**src/rtl/cnn_res_reader_if.sv**
```systemverilog
// Result-bus and CPU read-port bundle for cnn_res_reader.
// The producer/CPU side uses master; the reader block uses slave.
interface cnn_res_reader_if #(
  parameter int unsigned DW = 8
) ();
  logic [DW-1:0] Res_reg;
  logic          res_valid;
  logic          res_last;
  logic          res_ready;
  logic          rd_en;
  logic [DW-1:0] rd_data;
  logic          rd_valid;
  logic [4:0]    count;
  logic          empty;
  logic          full;
  logic          frame_done;
  logic          frame_ack;
  logic [DW-1:0] max_val;
  logic [7:0]    max_idx;
  logic [1:0]    err;

  modport master (
    output Res_reg, res_valid, res_last, rd_en, frame_ack,
    input  res_ready, rd_data, rd_valid, count, empty, full,
           frame_done, max_val, max_idx, err
  );

  modport slave (
    input  Res_reg, res_valid, res_last, rd_en, frame_ack,
    output res_ready, rd_data, rd_valid, count, empty, full,
           frame_done, max_val, max_idx, err
  );
endinterface

```
**src/rtl/cnn_res_reader.sv**
```systemverilog
// Buffers CNN result bytes in a small FIFO for the CPU and tracks the
// per-frame maximum and its index; sticky error flags for misuse.
module cnn_res_reader #(
  parameter int unsigned DEPTH = 8,
  parameter int unsigned DW    = 8
) (
  input logic              clock,
  input logic              reset,
  cnn_res_reader_if.slave  bus
);
  localparam int unsigned AW = (DEPTH > 1) ? $clog2(DEPTH) : 1;
  localparam int unsigned CW = 5;
  localparam int unsigned IW = 8;

  typedef enum logic [1:0] {IDLE, COLLECT, DONE} state_t;

  state_t          r_state;
  state_t          w_state_nxt;
  logic [DW-1:0]   r_mem [DEPTH];
  logic [AW-1:0]   r_wr_ptr;
  logic [AW-1:0]   r_rd_ptr;
  logic [CW-1:0]   r_count;
  logic            r_empty;
  logic            r_full;
  logic [DW-1:0]   r_rd_data;
  logic            r_rd_valid;
  logic            r_frame_done;
  logic [DW-1:0]   r_max_val;
  logic [IW-1:0]   r_max_idx;
  logic [IW-1:0]   r_sample_cnt;
  logic [1:0]      r_err;

  logic            w_ready;
  logic            w_accept;
  logic            w_pop;
  logic [CW-1:0]   w_count_nxt;

  // res_ready is intentionally combinational from registered state only
  assign w_ready     = !r_full && (r_state != DONE);
  assign w_accept    = bus.res_valid && w_ready;
  assign w_pop       = bus.rd_en && !r_empty;
  assign w_count_nxt = r_count + CW'(w_accept) - CW'(w_pop);

  always_ff @(posedge clock) begin
    if (!reset) begin
      r_state <= IDLE;
    end else begin
      r_state <= w_state_nxt;
    end
  end

  always_comb begin
    w_state_nxt = r_state;
    case (r_state)
      IDLE: begin
        if (w_accept) begin
          w_state_nxt = bus.res_last ? DONE : COLLECT;
        end
      end
      COLLECT: begin
        if (w_accept && bus.res_last) begin
          w_state_nxt = DONE;
        end
      end
      DONE: begin
        if (bus.frame_ack) begin
          w_state_nxt = IDLE;
        end
      end
      default: w_state_nxt = IDLE;
    endcase
  end

  // Storage needs no reset: pointers and count define which entries are live
  always_ff @(posedge clock) begin
    if (reset && w_accept) begin
      r_mem[r_wr_ptr] <= bus.Res_reg;
    end
  end

  always_ff @(posedge clock) begin
    if (!reset) begin
      r_wr_ptr     <= '0;
      r_rd_ptr     <= '0;
      r_count      <= '0;
      r_empty      <= 1'b1;
      r_full       <= 1'b0;
      r_rd_data    <= '0;
      r_rd_valid   <= 1'b0;
      r_frame_done <= 1'b0;
      r_max_val    <= '0;
      r_max_idx    <= '0;
      r_sample_cnt <= '0;
      r_err        <= '0;
    end else begin
      r_rd_valid   <= w_pop;
      r_count      <= w_count_nxt;
      r_empty      <= (w_count_nxt == '0);
      r_full       <= (w_count_nxt == CW'(DEPTH));
      r_frame_done <= (w_state_nxt == DONE);
      if (w_accept) begin
        r_wr_ptr <= r_wr_ptr + AW'(1);
      end
      if (w_pop) begin
        r_rd_data <= r_mem[r_rd_ptr];
        r_rd_ptr  <= r_rd_ptr + AW'(1);
      end
      if (bus.rd_en && r_empty) begin
        r_err[0] <= 1'b1;
      end
      if (bus.res_valid && !w_ready) begin
        r_err[1] <= 1'b1;
      end
      // First sample of a frame seeds the max; later ones replace it only if strictly larger
      if (w_accept) begin
        if (r_state == IDLE) begin
          r_max_val    <= bus.Res_reg;
          r_max_idx    <= '0;
          r_sample_cnt <= IW'(1);
        end else begin
          if (bus.Res_reg > r_max_val) begin
            r_max_val <= bus.Res_reg;
            r_max_idx <= r_sample_cnt;
          end
          if (r_sample_cnt != '1) begin
            r_sample_cnt <= r_sample_cnt + IW'(1);
          end
        end
      end
    end
  end

  assign bus.res_ready  = w_ready;
  assign bus.rd_data    = r_rd_data;
  assign bus.rd_valid   = r_rd_valid;
  assign bus.count      = r_count;
  assign bus.empty      = r_empty;
  assign bus.full       = r_full;
  assign bus.frame_done = r_frame_done;
  assign bus.max_val    = r_max_val;
  assign bus.max_idx    = r_max_idx;
  assign bus.err        = r_err;

endmodule

```
**src/flat_wrapper.sv**
```systemverilog
// flat-port wrapper written by rule: the top's interface ports become plain ports
module cnn_res_reader_flat 
#(
  parameter int unsigned DEPTH = 8,
  parameter int unsigned DW    = 8
)
  (clock, reset, bus_Res_reg, bus_res_valid, bus_res_last, bus_rd_en, bus_frame_ack, bus_res_ready, bus_rd_data, bus_rd_valid, bus_count, bus_empty, bus_full, bus_frame_done, bus_max_val, bus_max_idx, bus_err);
  cnn_res_reader_if #(.DW(DW)) bus_i ();
  input logic clock;
  input logic reset;
  input wire logic [$bits(bus_i.Res_reg)-1:0] bus_Res_reg;
  input wire logic [$bits(bus_i.res_valid)-1:0] bus_res_valid;
  input wire logic [$bits(bus_i.res_last)-1:0] bus_res_last;
  input wire logic [$bits(bus_i.rd_en)-1:0] bus_rd_en;
  input wire logic [$bits(bus_i.frame_ack)-1:0] bus_frame_ack;
  output wire logic [$bits(bus_i.res_ready)-1:0] bus_res_ready;
  output wire logic [$bits(bus_i.rd_data)-1:0] bus_rd_data;
  output wire logic [$bits(bus_i.rd_valid)-1:0] bus_rd_valid;
  output wire logic [$bits(bus_i.count)-1:0] bus_count;
  output wire logic [$bits(bus_i.empty)-1:0] bus_empty;
  output wire logic [$bits(bus_i.full)-1:0] bus_full;
  output wire logic [$bits(bus_i.frame_done)-1:0] bus_frame_done;
  output wire logic [$bits(bus_i.max_val)-1:0] bus_max_val;
  output wire logic [$bits(bus_i.max_idx)-1:0] bus_max_idx;
  output wire logic [$bits(bus_i.err)-1:0] bus_err;
  assign bus_i.Res_reg = bus_Res_reg;
  assign bus_i.res_valid = bus_res_valid;
  assign bus_i.res_last = bus_res_last;
  assign bus_i.rd_en = bus_rd_en;
  assign bus_i.frame_ack = bus_frame_ack;
  assign bus_res_ready = bus_i.res_ready;
  assign bus_rd_data = bus_i.rd_data;
  assign bus_rd_valid = bus_i.rd_valid;
  assign bus_count = bus_i.count;
  assign bus_empty = bus_i.empty;
  assign bus_full = bus_i.full;
  assign bus_frame_done = bus_i.frame_done;
  assign bus_max_val = bus_i.max_val;
  assign bus_max_idx = bus_i.max_idx;
  assign bus_err = bus_i.err;
  cnn_res_reader #(.DEPTH(DEPTH), .DW(DW)) u_core (.clock(clock), .reset(reset), .bus(bus_i));
endmodule
```
**config.mk**
```make
export PLATFORM = sky130hd
export DESIGN_NAME = cnn_res_reader_flat
export DESIGN_NICKNAME = d
export VERILOG_FILES = /design/src/rtl/cnn_res_reader_if.sv /design/src/rtl/cnn_res_reader.sv /design/src/flat_wrapper.sv
export SDC_FILE = /design/constraint.sdc
export NUM_CORES = 1
export LEC_CHECK = 0
export ABC_AREA = 1
export ABC_CLOCK_PERIOD_IN_PS = 1980
export CORE_MARGIN = 4
export CORE_UTILIZATION = 30
export CTS_CLUSTER_DIAMETER = 30
export DETAILED_ROUTE_END_ITERATION = 6
export HOLD_SLACK_MARGIN = 0.02
export PLACE_DENSITY = 0.46
export SLEW_MARGIN = 10
export SYNTH_ARGS = -nofsm -noshare
export SYNTH_HDL_FRONTEND = slang
export SYNTH_SLANG_ARGS = --single-unit
```
**constraint.sdc**
```tcl
create_clock -name clock -period 1.98 [get_ports clock]
set_input_delay 0.396 -clock clock [delete_from_list [all_inputs] [get_ports clock]]
set_output_delay 0.396 -clock clock [all_outputs]
set_load 0.02 [all_outputs]
```
# Word level (Yosys, flattened, before mapping)
# Memory sizes are Yosys's and may differ from the RTL's. A register that Yosys moved wholly into a read port is not among the register bits.
# Index checks and enable logic that the tools add are counted.
[op_classes]
n_addsub = 5
magnitude_cmp = 1
n_eq_ne = 6
muxes = 13
n_reduce_logical = 17
[ops]
columns = ["cell", "n"]
rows = [
  ["2-to-1 mux 8 bit", 6],
  ["adder 8 x 1 -> 8 bit (second input constant)", 1],
  ["> comparator 8 bit", 1],
  ["2-to-1 mux 2 bit", 4],
  ["!= test 8 bit (second input constant)", 1],
  ["logical AND 1 bit", 7],
  ["adder 3 x 1 -> 3 bit (second input constant)", 2],
  ["one-hot mux 2 bit (3 select lines)", 1],
  ["adder 5 x 1 -> 5 bit", 1],
  ["equality test 5 x 4 -> 1 bit (second input constant)", 1],
  ["logical NOT 5 bit", 1],
  ["subtractor 5 x 1 -> 5 bit", 1],
  ["equality test 2 bit (second input constant)", 2],
  ["logical NOT 1 bit", 4],
  ["AND reduction 2 bit", 2],
  ["nonzero test 2 bit", 2],
  ["equality test 2 x 1 -> 1 bit (second input constant)", 1],
  ["logical NOT 2 bit", 1],
  ["2-to-1 mux 1 bit", 2],
  ["!= test 2 bit (second input constant)", 1],
]
[totals]
register_bits = 43
ramBits = 64
inputBits = 14
elab_cells = 56
mem_count = 1
[memory_table]
columns = ["name", "words", "width", "read_ports", "rd_ports_with_merged_regs", "write_ports", "line_no", "source"]
rows = [
  ["u_core.r_mem", 8, 8, 1, 1, 1, "cnn_res_reader.sv:19", "logic [DW-1:0] r_mem [DEPTH];"],
]

# Logic depth before layout (Yosys ltp)
# Gate-level depths: netlist of the first run.
[depth]
ltp_word = 7
mapped_depth = 15
ltp_nobuf = 14

# Worst setup path after synthesis of the first run
# No wires, ideal clock.
[synth_timing]
path_type = "register to register"
start = "register u_core.r_empty (netlist: u_core.bus.empty)"
end = "register u_core.r_empty (netlist: u_core.bus.empty)"
t_arrival_ps = 2094
setup_slack_ps = -170
path_stages_with_launch = 15
synth_period_minus_slack_ps = 2150
path_cell_list = "dfxtp_1 -> nor2_1 -> buf_2 -> ha_1 -> inv_1 -> nand2_1 -> inv_1 -> fa_1 -> nand3_1 -> nand2_1 -> xnor2_1 -> nand3_1 -> nand2_1 -> nand2_1 -> inv_1"
[synth_via]
elab_chain_len = 4
[synth_rtl]
columns = ["element", "line_no", "source"]
rows = [
  ["from (decl)", "cnn_res_reader.sv:23", "logic r_empty;"],
  ["from (signal assigned)", "cnn_res_reader.sv:98", "r_empty <= (w_count_nxt == '0);"],
  ["logical NOT 1 bit", "cnn_res_reader.sv:41", "assign w_pop = bus.rd_en && !r_empty;"],
  ["logical AND 1 bit", "cnn_res_reader.sv:41", ""],
  ["via u_core.w_pop", "cnn_res_reader.sv:35", "logic w_pop;"],
  ["subtractor 5 x 1 -> 5 bit", "cnn_res_reader.sv:42", "assign w_count_nxt = r_count + CW'(w_accept) - CW'(w_pop);"],
  ["logical NOT 5 bit", "cnn_res_reader.sv:98", ""],
]
# The timed path passes the listed nets, and every way through them passes these cells.
# A chain may end at the register's enable or synchronous reset.

# Final worst setup path of the first run
[layout_timing]
start = "register u_core.r_max_val[0] (netlist: u_core.bus.max_val[0])"
end = "output bus_max_val[0]"
[layout_lines]
columns = ["element", "line_no", "source"]
rows = [
  ["from (decl)", "cnn_res_reader.sv:28", "logic [DW-1:0] r_max_val;"],
  ["from (signal assigned)", "cnn_res_reader.sv:117", "r_max_val <= bus.Res_reg;"],
  ["from (signal assigned)", "cnn_res_reader.sv:122", "r_max_val <= bus.Res_reg;"],
  ["to (decl)", "flat_wrapper.sv:23", "output wire logic [$bits(bus_i.max_val)-1:0] bus_max_val;"],
]
# No word-level cell between the ends.

==> summary.txt, run 1 <==
first-pass GRT wire length = 20500 µm
relative slew slack = 0.674
die area = 19100 µm²
Reg2Reg Setup Slack = 190 ps
Reg2Reg Depth = 13
worst-path cell chain = clkdlybuf4s50_1
Netlist cell types = 38
required time worst endpoint = 1580 ps
Hold Crit Class = in2reg
RD Place Congestion = 0.787
Initial DRC Count = 141
wl on met1 = 6040 µm
Post-synth EDFFs = 64
Crit-path slowest cell = clkdlybuf4s50_1
Worst Max-Slew Pin Slew = 488 ps
initial antenna violation count = 0
Synth Area in Compound Gates = 0.123
Seq. cell area = 2940 µm²
number of diodes = 0
clock buffer count from CTS = 17
internal power = 0.00572 W
Initial Util = 0.306
WP data arrival = 1420 ps
Yosys warning count = 0
Layout Nets = 638
Clock Pin Slew Worst Setup and Hold Paths = 50 ps
clock power share = 0.340
share of cells above drive strength 1 = 0.173
met3 WL post-DR = 553 µm
hpwl dp = 8860 µm
multi-input logic area = 1840 µm²
uppermost layer routed = met4
clk buf depth = 2
CP peak stage delay = 660 ps
sw frac = 0.322
Seq/Total Area, Yosys = 0.577
pins over their slew limit = 0
fillers = 1640
WS Path Type = reg2out
Wirelength per Cell = 15.2 µm
CP endpoint kind = primary output
aggregate global-route resource usage = 0.138
Mapped Nets = 552
maxcap violations = 0
proportion of synthesized area in mux cells = 0
min Tclk post-route = 1820 ps
clk_lat worst skew = 410 ps
Top Family by Delay on Critical Path = buffers and inverters
via count = 3864
largest family of logic cells by synthesized area = simple AND/OR/NAND/NOR gates
gr ovfl total = 0
vias in the first global route = 3869
Fin Setup TNS = 0 ps
Max IR drop VDD = 0.000634 V
Min-Delay Path Depth = 3
Hold Slack = 279 ps
Comb power frac = 0.313
P per Cell Area = 1270 nW/µm²
Die H = 138 µm
row cnt = 47
H-tree depth = 4
overall power = 0.00843 W
syn_area_per_cell = 9.76 µm²
IO Pins = 50
Cell Area, Synth = 5100 µm²
Post-Synth Simple-Gate Area = 0.186
P&R area growth vs syn = 30.3%
residual DRC count = 0
Port Buffers = 49
fmax = 550 MHz
Final ANT Viol Nets = 0
sequential power share = 0.347
WL met2 = 6030 µm
Final Non-Filler Cells = 840
run status = finished clean
Tcrit/Tclk final = 0.918
worst path bufs/invs = 1
Hold Vio Cnt, Final = 0
cells after synthesis = 522
clk sink count = 115
clock skew = 6.14 ps
CP Launch Type = flop
Max Fanout on Critical Path = 3
leakage = 2.51 nW
RSZ-0062 raised after global routing = false
CTS tree = built
Synth Register Bits = 115
Synth Area in XOR/XNOR = 0.00516
DRT Wirelength = 12800 µm
Pre-antenna DRT Iters = 4
Psw = 0.00271 W
FFs w/ async S/R, synth = 0
chip width = 138 µm
final setup fails = 0
Hold Path Origin = bus_rd_en
CTS root buffer = clkbuf_16
pin count of the biggest net entering global routing = 35
Worst R2R Start = u_core.bus.empty
core area = 16600 µm²
adder-cell share of the synthesized area = 0.0408
WHS Endpoint = u_core.bus.err[0]
Post-synth top flop = edfxtp_1
Via density = 4.60
placed cell count = 809
R2R Path End = u_core.bus.empty
Post-CTS Setup Inserts = 0
==> metrics by stage <==
step,setup slack [ps],utilization,area (µm²)
6_report,162,0.399,6640
5_1_grt,46.6,0.399,6640
4_1_cts,10.3,0.399,6630
3_5_place_dp,-457,0.365,6080
3_3_place_gp,-451,0.365,6080
2_1_floorplan,4.38,-,5130
==> cell usage in the layout (no fill, tap or decap), drive strengths merged, types with 2 or more instances in the layout <==
cell type,Yosys,final
a21oi,41,41
and3,3,3
buf,14,40
bufinv,0,2
clkbuf,8,20
clkdlybuf4s50,0,47
clkinv,1,7
clkinvlp,0,3
dfxtp,51,51
edfxtp,64,64
ha,15,15
inv,51,51
nand2,58,58
nand3,31,31
nand4,9,9
nor2,88,88
nor3,8,8
o211ai,8,8
o21ai,64,64
xnor2,2,2
==> power by group through the flow <==
stage,logic (W),clock network (W),registers [W]
5_1_grt,0.00296,0.00307,0.00295
4_1_cts,0.00264,0.00293,0.00293
6_report,0.00264,0.00287,0.00292
3_5_place_dp,0.00263,0,0.00297
3_3_place_gp,0.00261,0,0.00296
2_1_floorplan,0.00148,0,0.00313
==> layout make-up <==
| cell class | count | share of cell area |
|---|---|---|
| tap | 220 | 0.0414 |
| clock inverter | 11 | 0.0171 |
| inverter | 52 | 0.0301 |
| multi-input combinational | 333 | 0.277 |
| timing repair buffer | 89 | 0.125 |
| clock buffer | 20 | 0.0657 |
| sequential | 115 | 0.443 |
==> per-layer routing <==
layer	global-route usage	vias up
li1	-	1963
met1	0.176	1838
met2	0.219	50
met3	0.0497	13
met4	0.0437	0
met5	0	-
==> synthesized netlist by cell type, types with 2 or more instances <==
| cell type | count | area share |
|---|---|---|
| o211ai_1 | 8 | 0.012 |
| a21oi_1 | 39 | 0.038 |
| buf_2 | 5 | 0.0049 |
| nand3_1 | 18 | 0.018 |
| nand2_2 | 2 | 0.0025 |
| buf_6 | 5 | 0.011 |
| nor3_1 | 8 | 0.0079 |
| clkbuf_2 | 2 | 0.0020 |
| nand2_1 | 51 | 0.038 |
| inv_1 | 46 | 0.034 |
| nor2_2 | 2 | 0.0025 |
| o21ai_0 | 55 | 0.054 |
| nand3_2 | 13 | 0.026 |
| edfxtp_1 | 64 | 0.38 |
| inv_2 | 3 | 0.0022 |
| ha_1 | 15 | 0.037 |
| buf_4 | 2 | 0.0029 |
| nand4_1 | 9 | 0.011 |
| clkbuf_1 | 6 | 0.0044 |
| inv_4 | 2 | 0.0025 |
| nor2_1 | 85 | 0.063 |
| and3_1 | 3 | 0.0037 |
| xnor2_1 | 2 | 0.0034 |
| a21oi_2 | 2 | 0.0034 |
| dfxtp_1 | 51 | 0.20 |
| nand2_4 | 4 | 0.0088 |
| o21ai_1 | 9 | 0.0088 |
==> repair_timing <==
item                                   4_1_cts  5_1_grt
cloned                                       0        0
endpoints found under the hold margin        0        0
setup endpoints to repair                    3        3
pin swaps                                    0        4
hold buffers                                 0        0
gates resized for setup                      2        3
==> flip-flops by register name (all words and copies together) (netlist names), 2 cells and up <==
register,count
u_core.bus.rd_data,8
u_core.bus.max_idx,8
u_core.r_wr_ptr,3
u_core.r_rd_ptr,3
u_core.bus.count,5
u_core.r_state,2
u_core.r_sample_cnt,8
u_core.bus.max_val,8
u_core.r_mem,64
u_core.bus.err,2
==> worst max path at each step <==
stage                               start               end  cells after the start
detailed placement              bus_rd_en  u_core.bus.empty                     15
floorplan                       bus_rd_en  u_core.bus.empty                     15
global placement                bus_rd_en  u_core.bus.empty                     15
CTS                             bus_rd_en  u_core.bus.empty                     15
finish              u_core.bus.max_val[0]    bus_max_val[0]                      1
global route          u_core.bus.count[0]  u_core.bus.empty                     13
==> cell families (layout without fill, tap and decap cells) <==
| group | Yosys count | in the layout |
|---|---|---|
| buffers and inverters | 74 | 172 |
| AO/OA/AOI/OAI | 117 | 117 |
| XOR/XNOR | 3 | 3 |
| adder cells (fa/ha/maj) | 16 | 16 |
| flip-flops | 115 | 115 |
| AND/OR/NAND/NOR | 197 | 197 |
Power figures use the tool's default switching activity.
==> run 2: changes to the inputs <==
--- a/config.mk
+++ b/config.mk
@@ -6,13 +6,13 @@
 export NUM_CORES = 1
 export LEC_CHECK = 0
 export ABC_AREA = 1
-export ABC_CLOCK_PERIOD_IN_PS = 1980
+export ABC_CLOCK_PERIOD_IN_PS = 2200
 export CORE_MARGIN = 4
 export CORE_UTILIZATION = 30
 export CTS_CLUSTER_DIAMETER = 30
 export DETAILED_ROUTE_END_ITERATION = 6
 export HOLD_SLACK_MARGIN = 0.02
-export PLACE_DENSITY = 0.46
+export PLACE_DENSITY = 0.44
 export SLEW_MARGIN = 10
 export SYNTH_ARGS = -nofsm -noshare
 export SYNTH_HDL_FRONTEND = slang
==> constraint.sdc (replaced) <==
create_clock -name clock -period 2.2 [get_ports clock]
set_input_delay 0.44 -clock clock [delete_from_list [all_inputs] [get_ports clock]]
set_output_delay 0.44 -clock clock [all_outputs]
set_load 0.02 [all_outputs]
==> summary.txt, run 2 (same netlist as run 1, synthesis figures left out) <==
run status = finished clean
Comb power frac = 0.303 (-0.010)
CTS tree = built
CP Launch Type = input port
core area = 16600 µm² (unchanged)
Hold Vio Cnt, Final = 0 (unchanged)
leakage = 2.48 nW (-1.4%)
Resized Gates After CTS = 0 (-2)
DRT Wirelength = 12700 µm (-0.70%)
min Tclk post-route = 2100 ps
pins over their slew limit = 0 (unchanged)
Port Buffers = 49 (unchanged)
Post-CTS Setup Inserts = 0 (unchanged)
chip width = 138 µm (unchanged)
Clock Pin Slew Worst Setup and Hold Paths = 60 ps (about the same)
share of cells above drive strength 1 = 0.155 (-0.0176)
P&R area growth vs syn = 28.6%
Area after DPL = 5970 µm² (-1.8%)
Wirelength per Cell = 15.2 µm (+0.14%)
WS Path Type = in2reg
CP endpoint kind = flop
initial antenna violation count = 0 (unchanged)
Hold Crit Class = reg2reg
Initial DRC Count = 203 (+44%)
Crit-path slowest cell = clkdlybuf4s50_1
WP data arrival = 2410 ps (+990 ps)
row cnt = 47 (unchanged)
clock buffer count from CTS = 17 (unchanged)
Worst Max-Slew Pin Slew = 631 ps (+143 ps)
sequential power share = 0.348 (about the same)
clk sink count = 115 (unchanged)
Biggest register = u_core.r_mem
max reg flops = 64 (unchanged)
clk_lat worst skew = 410 ps (about the same)
aggregate global-route resource usage = 0.136 (-0.00167)
Layout Nets = 630 (-1.3%)
most frequent cells in the layout = nor2_1, edfxtp_1, o21ai_0, nand2_1, dfxtp_1
sw frac = 0.326 (+0.00416)
Final ANT Viol Nets = 0 (unchanged)
internal power = 0.00506 W (-12%)
clock skew = 8.72 ps (+2.58 ps)
Final Non-Filler Cells = 833 (-0.83%)
clk buf depth = 2 (unchanged)
most common cell after layout, fill and taps aside = nor2_1
worst-path cell chain = clkdlybuf4s50_1 -> inv_1 -> nor2_1 -> ha_1 -> inv_1 -> nand2_1 -> inv_1 -> fa_1 -> nand3_1 -> nand2_1 -> xnor2_2 -> nand3_1 -> nand2_1 -> nand2_1 -> inv_1
Psw = 0.00244 W (-9.9%)
P per Cell Area = 1140 nW/µm² (-9.8%)
Pre-antenna DRT Iters = 4 (unchanged)
IO Pins = 50 (unchanged)
die area = 19100 µm² (unchanged)
fmax = 477 MHz
Die H = 138 µm (unchanged)
Initial Util = 0.306 (unchanged)
H-tree depth = 4 (unchanged)
Tcrit/Tclk final = 0.953
pin count of the biggest net entering global routing = 35 (unchanged)
clock power share = 0.349 (+0.009)
Max IR drop VDD = 0.000601 V (-5.2%)
design area = 6550 µm² (-1.3%)
CP startpoint = bus_rd_en
relative slew slack = 0.578 (-0.0955)
Worst R2R Start = u_core.bus.empty
gr ovfl total = 0 (unchanged)
first-pass GRT wire length = 20200 µm (-1.4%)
CP peak stage delay = 420 ps (-240 ps)
RSZ-0062 raised after global routing = false
number of diodes = 0 (unchanged)
Hold Buf Count CTS = 0 (unchanged)
RD Place Congestion = 0.782 (-0.69%)
required time worst endpoint = 2510 ps (+930 ps)
hpwl dp = 8570 µm (-3.3%)
CTS root buffer = clkbuf_16
maxcap violations = 0 (unchanged)
final setup fails = 0 (unchanged)
residual DRC count = 0 (unchanged)
via count = 3805 (-1.5%)
Max Fanout on Critical Path = 2 (-1)
placed cell count = 801 (-0.99%)
overall power = 0.00750 W (-11%)
Hold Path Origin = u_core.bus.err[1]
Via density = 4.57 (-0.70%)
vias in the first global route = 3715 (-4.0%)
==> run 2: cell count changes in the layout (fill, tap and decap cells not counted), sizes merged <==
cell / previous run / this run
buf: 40 / 32
bufinv: 2 / 0
clkbuf: 20 / 22
clkdlybuf4s50: 47 / 49
dlygate4sd2: 1 / 0
dlymetal6s2s: 1 / 0
inv: 51 / 52
==> run 2: final timing paths <==
| check | endpoint | slack (ps) | cells after the start |
|---|---|---|---|
| hold reg to reg | u_core.bus.err[1] | 460 | 2 |
| hold / removal | u_core.bus.err[1] | 460 | 2 |
| setup / recovery | u_core.bus.empty | 100 | 15 |
| setup reg to reg | u_core.bus.empty | 240 | 13 |
==> run 2: worst max-delay path: cells and delay by family <==
family                     cells  cell delay [ps]
adders and majority gates      2              680
buffers and inverters          5              610
and+or+nand+nor                7              520
xor gates and xnor gates       1              150
==> run 2: stage by stage <==
stage | setup TNS [ps] | utilization | setup WS [ps] | hold slack, ps
finish | 0 | 0.394 | 103 | 459
global route | 0 | 0.394 | 6.00 | 512
CTS | 0 | 0.393 | 106 | 466
detailed placement | -1730 | 0.359 | -315 | 454
global placement | -1460 | 0.359 | -290 | 457
floorplan | 0 | - | 50.5 | 458
==> run 2: final cells by class <==
cell class / instances / area, µm²
clock inverters: 10 / 72.6
fillers: 1648 / 10100
flip-flops and latches: 115 / 2940
well taps: 220 / 275
inverters: 52 / 200
multi-input cells: 333 / 1810
clock buffers: 22 / 507
repair buffers: 81 / 743
==> run 2: power by group through the flow <==
stage / clock, W / sequential, W / combinational [W]
2_1_floorplan: 0 / 0.00282 / 0.00128
3_3_place_gp: 0 / 0.00266 / 0.00225
3_5_place_dp: 0 / 0.00266 / 0.00227
4_1_cts: 0.00269 / 0.00262 / 0.00228
5_1_grt: 0.00279 / 0.00264 / 0.00256
6_report: 0.00261 / 0.00261 / 0.00227
==> run 2: routing by layer <==
layer,wire (µm),part of all wire,vias to the layer above,GRT usage
met5,0,0,-,0
met4,158,0.012,0,0.0494
met3,569,0.045,8,0.0459
met2,5880,0.46,70,0.213
met1,6070,0.48,1784,0.177
li1,-,-,1943,-
==> run 3: changes to the inputs <==
--- a/config.mk
+++ b/config.mk
@@ -7,7 +7,6 @@
 export LEC_CHECK = 0
 export ABC_AREA = 1
 export ABC_CLOCK_PERIOD_IN_PS = 2200
-export CORE_MARGIN = 4
 export CORE_UTILIZATION = 30
 export CTS_CLUSTER_DIAMETER = 30
 export DETAILED_ROUTE_END_ITERATION = 6
==> summary.txt, run 3 (same netlist as run 1, synthesis figures left out) <==
Pre-antenna DRT Iters = 4 (unchanged)
pin count of the biggest net entering global routing = 35 (unchanged)
die area = 17500 µm² (-8.5%)
gr ovfl total = 0 (unchanged)
Initial Util = 0.307 (+0.00109)
relative slew slack = 0.726 (+0.147)
share of cells above drive strength 1 = 0.167 (+0.0125)
Comb power frac = 0.299 (-0.004)
Layout Nets = 633 (+0.48%)
WP data arrival = 1580 ps (-830 ps)
residual DRC count = 0 (unchanged)
required time worst endpoint = 1760 ps (-750 ps)
Tcrit/Tclk final = 0.916 (-0.0371)
CP startpoint = u_core.r_state[0]
WHS Endpoint = u_core.bus.err[0]
DRT Wirelength = 13300 µm (+4.8%)
Final Non-Filler Cells = 835 (+0.24%)
P per Cell Area = 1210 nW/µm² (+5.9%)
Max Fanout on Critical Path = 3 (+1)
CTS tree = built
CP Launch Type = flop
Biggest register = u_core.r_mem
most frequent cells in the layout = nor2_1, edfxtp_1, o21ai_0, dfxtp_1, nand2_1
initial antenna violation count = 0 (unchanged)
Psw = 0.00250 W (+2.4%)
chip width = 132 µm (-4.3%)
Worst Max-Slew Pin Slew = 411 ps (-221 ps)
Die H = 132 µm (-4.3%)
most common cell after layout, fill and taps aside = nor2_1
P&R area growth vs syn = 30.8%
Min-Delay Path Depth = 3 (+1)
run status = finished clean
clk sink count = 115 (unchanged)
IO Pins = 50 (unchanged)
sequential power share = 0.325 (-0.023)
WS Path Type = reg2out
Reg2Reg Depth = 13 (unchanged)
sw frac = 0.310 (-0.0161)
core area = 16600 µm² (-0.35%)
leakage = 2.54 nW (+2.5%)
number of diodes = 0 (unchanged)
Wirelength per Cell = 15.9 µm (+4.5%)
Clock Pin Slew Worst Setup and Hold Paths = 50 ps (about the same)
Hold Slack = 307 ps (-152 ps)
min Tclk post-route = 2020 ps (-81.6 ps)
Initial DRC Count = 235 (+16%)
first-pass GRT wire length = 20800 µm (+2.9%)
RD Place Congestion = 0.787 (+0.68%)
Final ANT Viol Nets = 0 (unchanged)
fmax = 496 MHz (+4.0%)
via count = 3822 (+0.45%)
CP endpoint kind = primary output
RSZ-0062 raised after global routing = false
clock power share = 0.376 (+0.027)
R2R Path End = u_core.bus.empty
clock skew = 14.6 ps (+5.88 ps)
Hold Crit Class = in2reg
maxcap violations = 0 (unchanged)
fillers = 1665 (+1.0%)
aggregate global-route resource usage = 0.160 (+0.0240)
Worst R2R Start = u_core.bus.empty
max reg flops = 64 (unchanged)
Fin Setup TNS = 0 ps (unchanged)
Hold Vio Cnt, Final = 0 (unchanged)
clock buffer count from CTS = 17 (unchanged)
clk_lat worst skew = 410 ps (about the same)
clk buf depth = 2 (unchanged)
Port Buffers = 49 (unchanged)
Reg2Reg Setup Slack = 250 ps (about the same)
Post-Route Utilization = 0.402 (+0.00819)
multi-input logic area = 1840 µm² (+1.2%)
Max IR drop VDD = 0.000872 V (+45%)
Seq. cell area = 2940 µm² (unchanged)
pins over their slew limit = 0 (unchanged)
vias in the first global route = 3690 (-0.67%)
CTS root buffer = clkbuf_16
hpwl dp = 8910 µm (+3.9%)
final setup fails = 0 (unchanged)
Hold Path Origin = bus_rd_en
Hold Buf Count CTS = 0 (unchanged)
Via density = 4.58 (+0.21%)
row cnt = 47 (unchanged)
H-tree depth = 4 (unchanged)
internal power = 0.00558 W (+10%)
placed cell count = 803 (+0.25%)
==> run 3: stage by stage <==
| stage | setup slack [ps] | area (µm²) | power [W] |
|---|---|---|---|
| after floorplan | 50.5 | 5100 | 0.00410 |
| after global placement | -296 | 5980 | 0.00494 |
| after detailed placement | -329 | 5980 | 0.00495 |
| after CTS | 56.5 | 6630 | 0.00805 |
| after global routing | 88.5 | 6670 | 0.00856 |
| final | 185 | 6670 | 0.00808 |
==> run 3: area by class of cell <==
cell class / count / share of cell area
repair buffers: 84 / 0.115
well taps: 220 / 0.0413
clock inverters: 12 / 0.0317
flip-flops and latches: 115 / 0.441
inverters: 52 / 0.0300
clock buffers: 19 / 0.0649
multi-input cells: 333 / 0.275
==> run 3: per-layer routing <==
metal / vias to the layer above / GRT usage / wire length [µm]
met4: 0 / 0.0524 / 131
li1: 1948 / - / -
met1: 1801 / 0.210 / 6230
met2: 64 / 0.248 / 6290
met3: 9 / 0.0542 / 625
met5: - / 0 / 0
==> run 3: power by group through the flow <==
stage / clock, W / combinational (W) / sequential [W]
floorplan: 0 / 0.00128 / 0.00282
global placement: 0 / 0.00228 / 0.00266
detailed placement: 0 / 0.00229 / 0.00266
CTS: 0.00312 / 0.00231 / 0.00263
global route: 0.00320 / 0.00271 / 0.00265
finish: 0.00304 / 0.00242 / 0.00262
==> run 3: worst max-delay path by stage <==
stage	to	depth (start not counted)
2_1_floorplan	u_core.bus.empty	14
6_report	bus_res_ready	5
3_5_place_dp	u_core.bus.empty	15
3_3_place_gp	u_core.bus.empty	15
4_1_cts	u_core.bus.empty	15
5_1_grt	u_core.bus.empty	12
==> run 3: critical path: stages, from the launching register on <==
cell and delay (ps):
dfxtp_1 340, inv_2 50, nand2_2 70, nand2_4 60
inv_1 50, clkdlybuf4s50_1 590
==> run 3: repair_timing <==
action                                 CTS  global route
buffers inserted                         0             1
setup endpoints to repair                0             3
gates resized for setup                  0            10
endpoints found under the hold margin    0             0
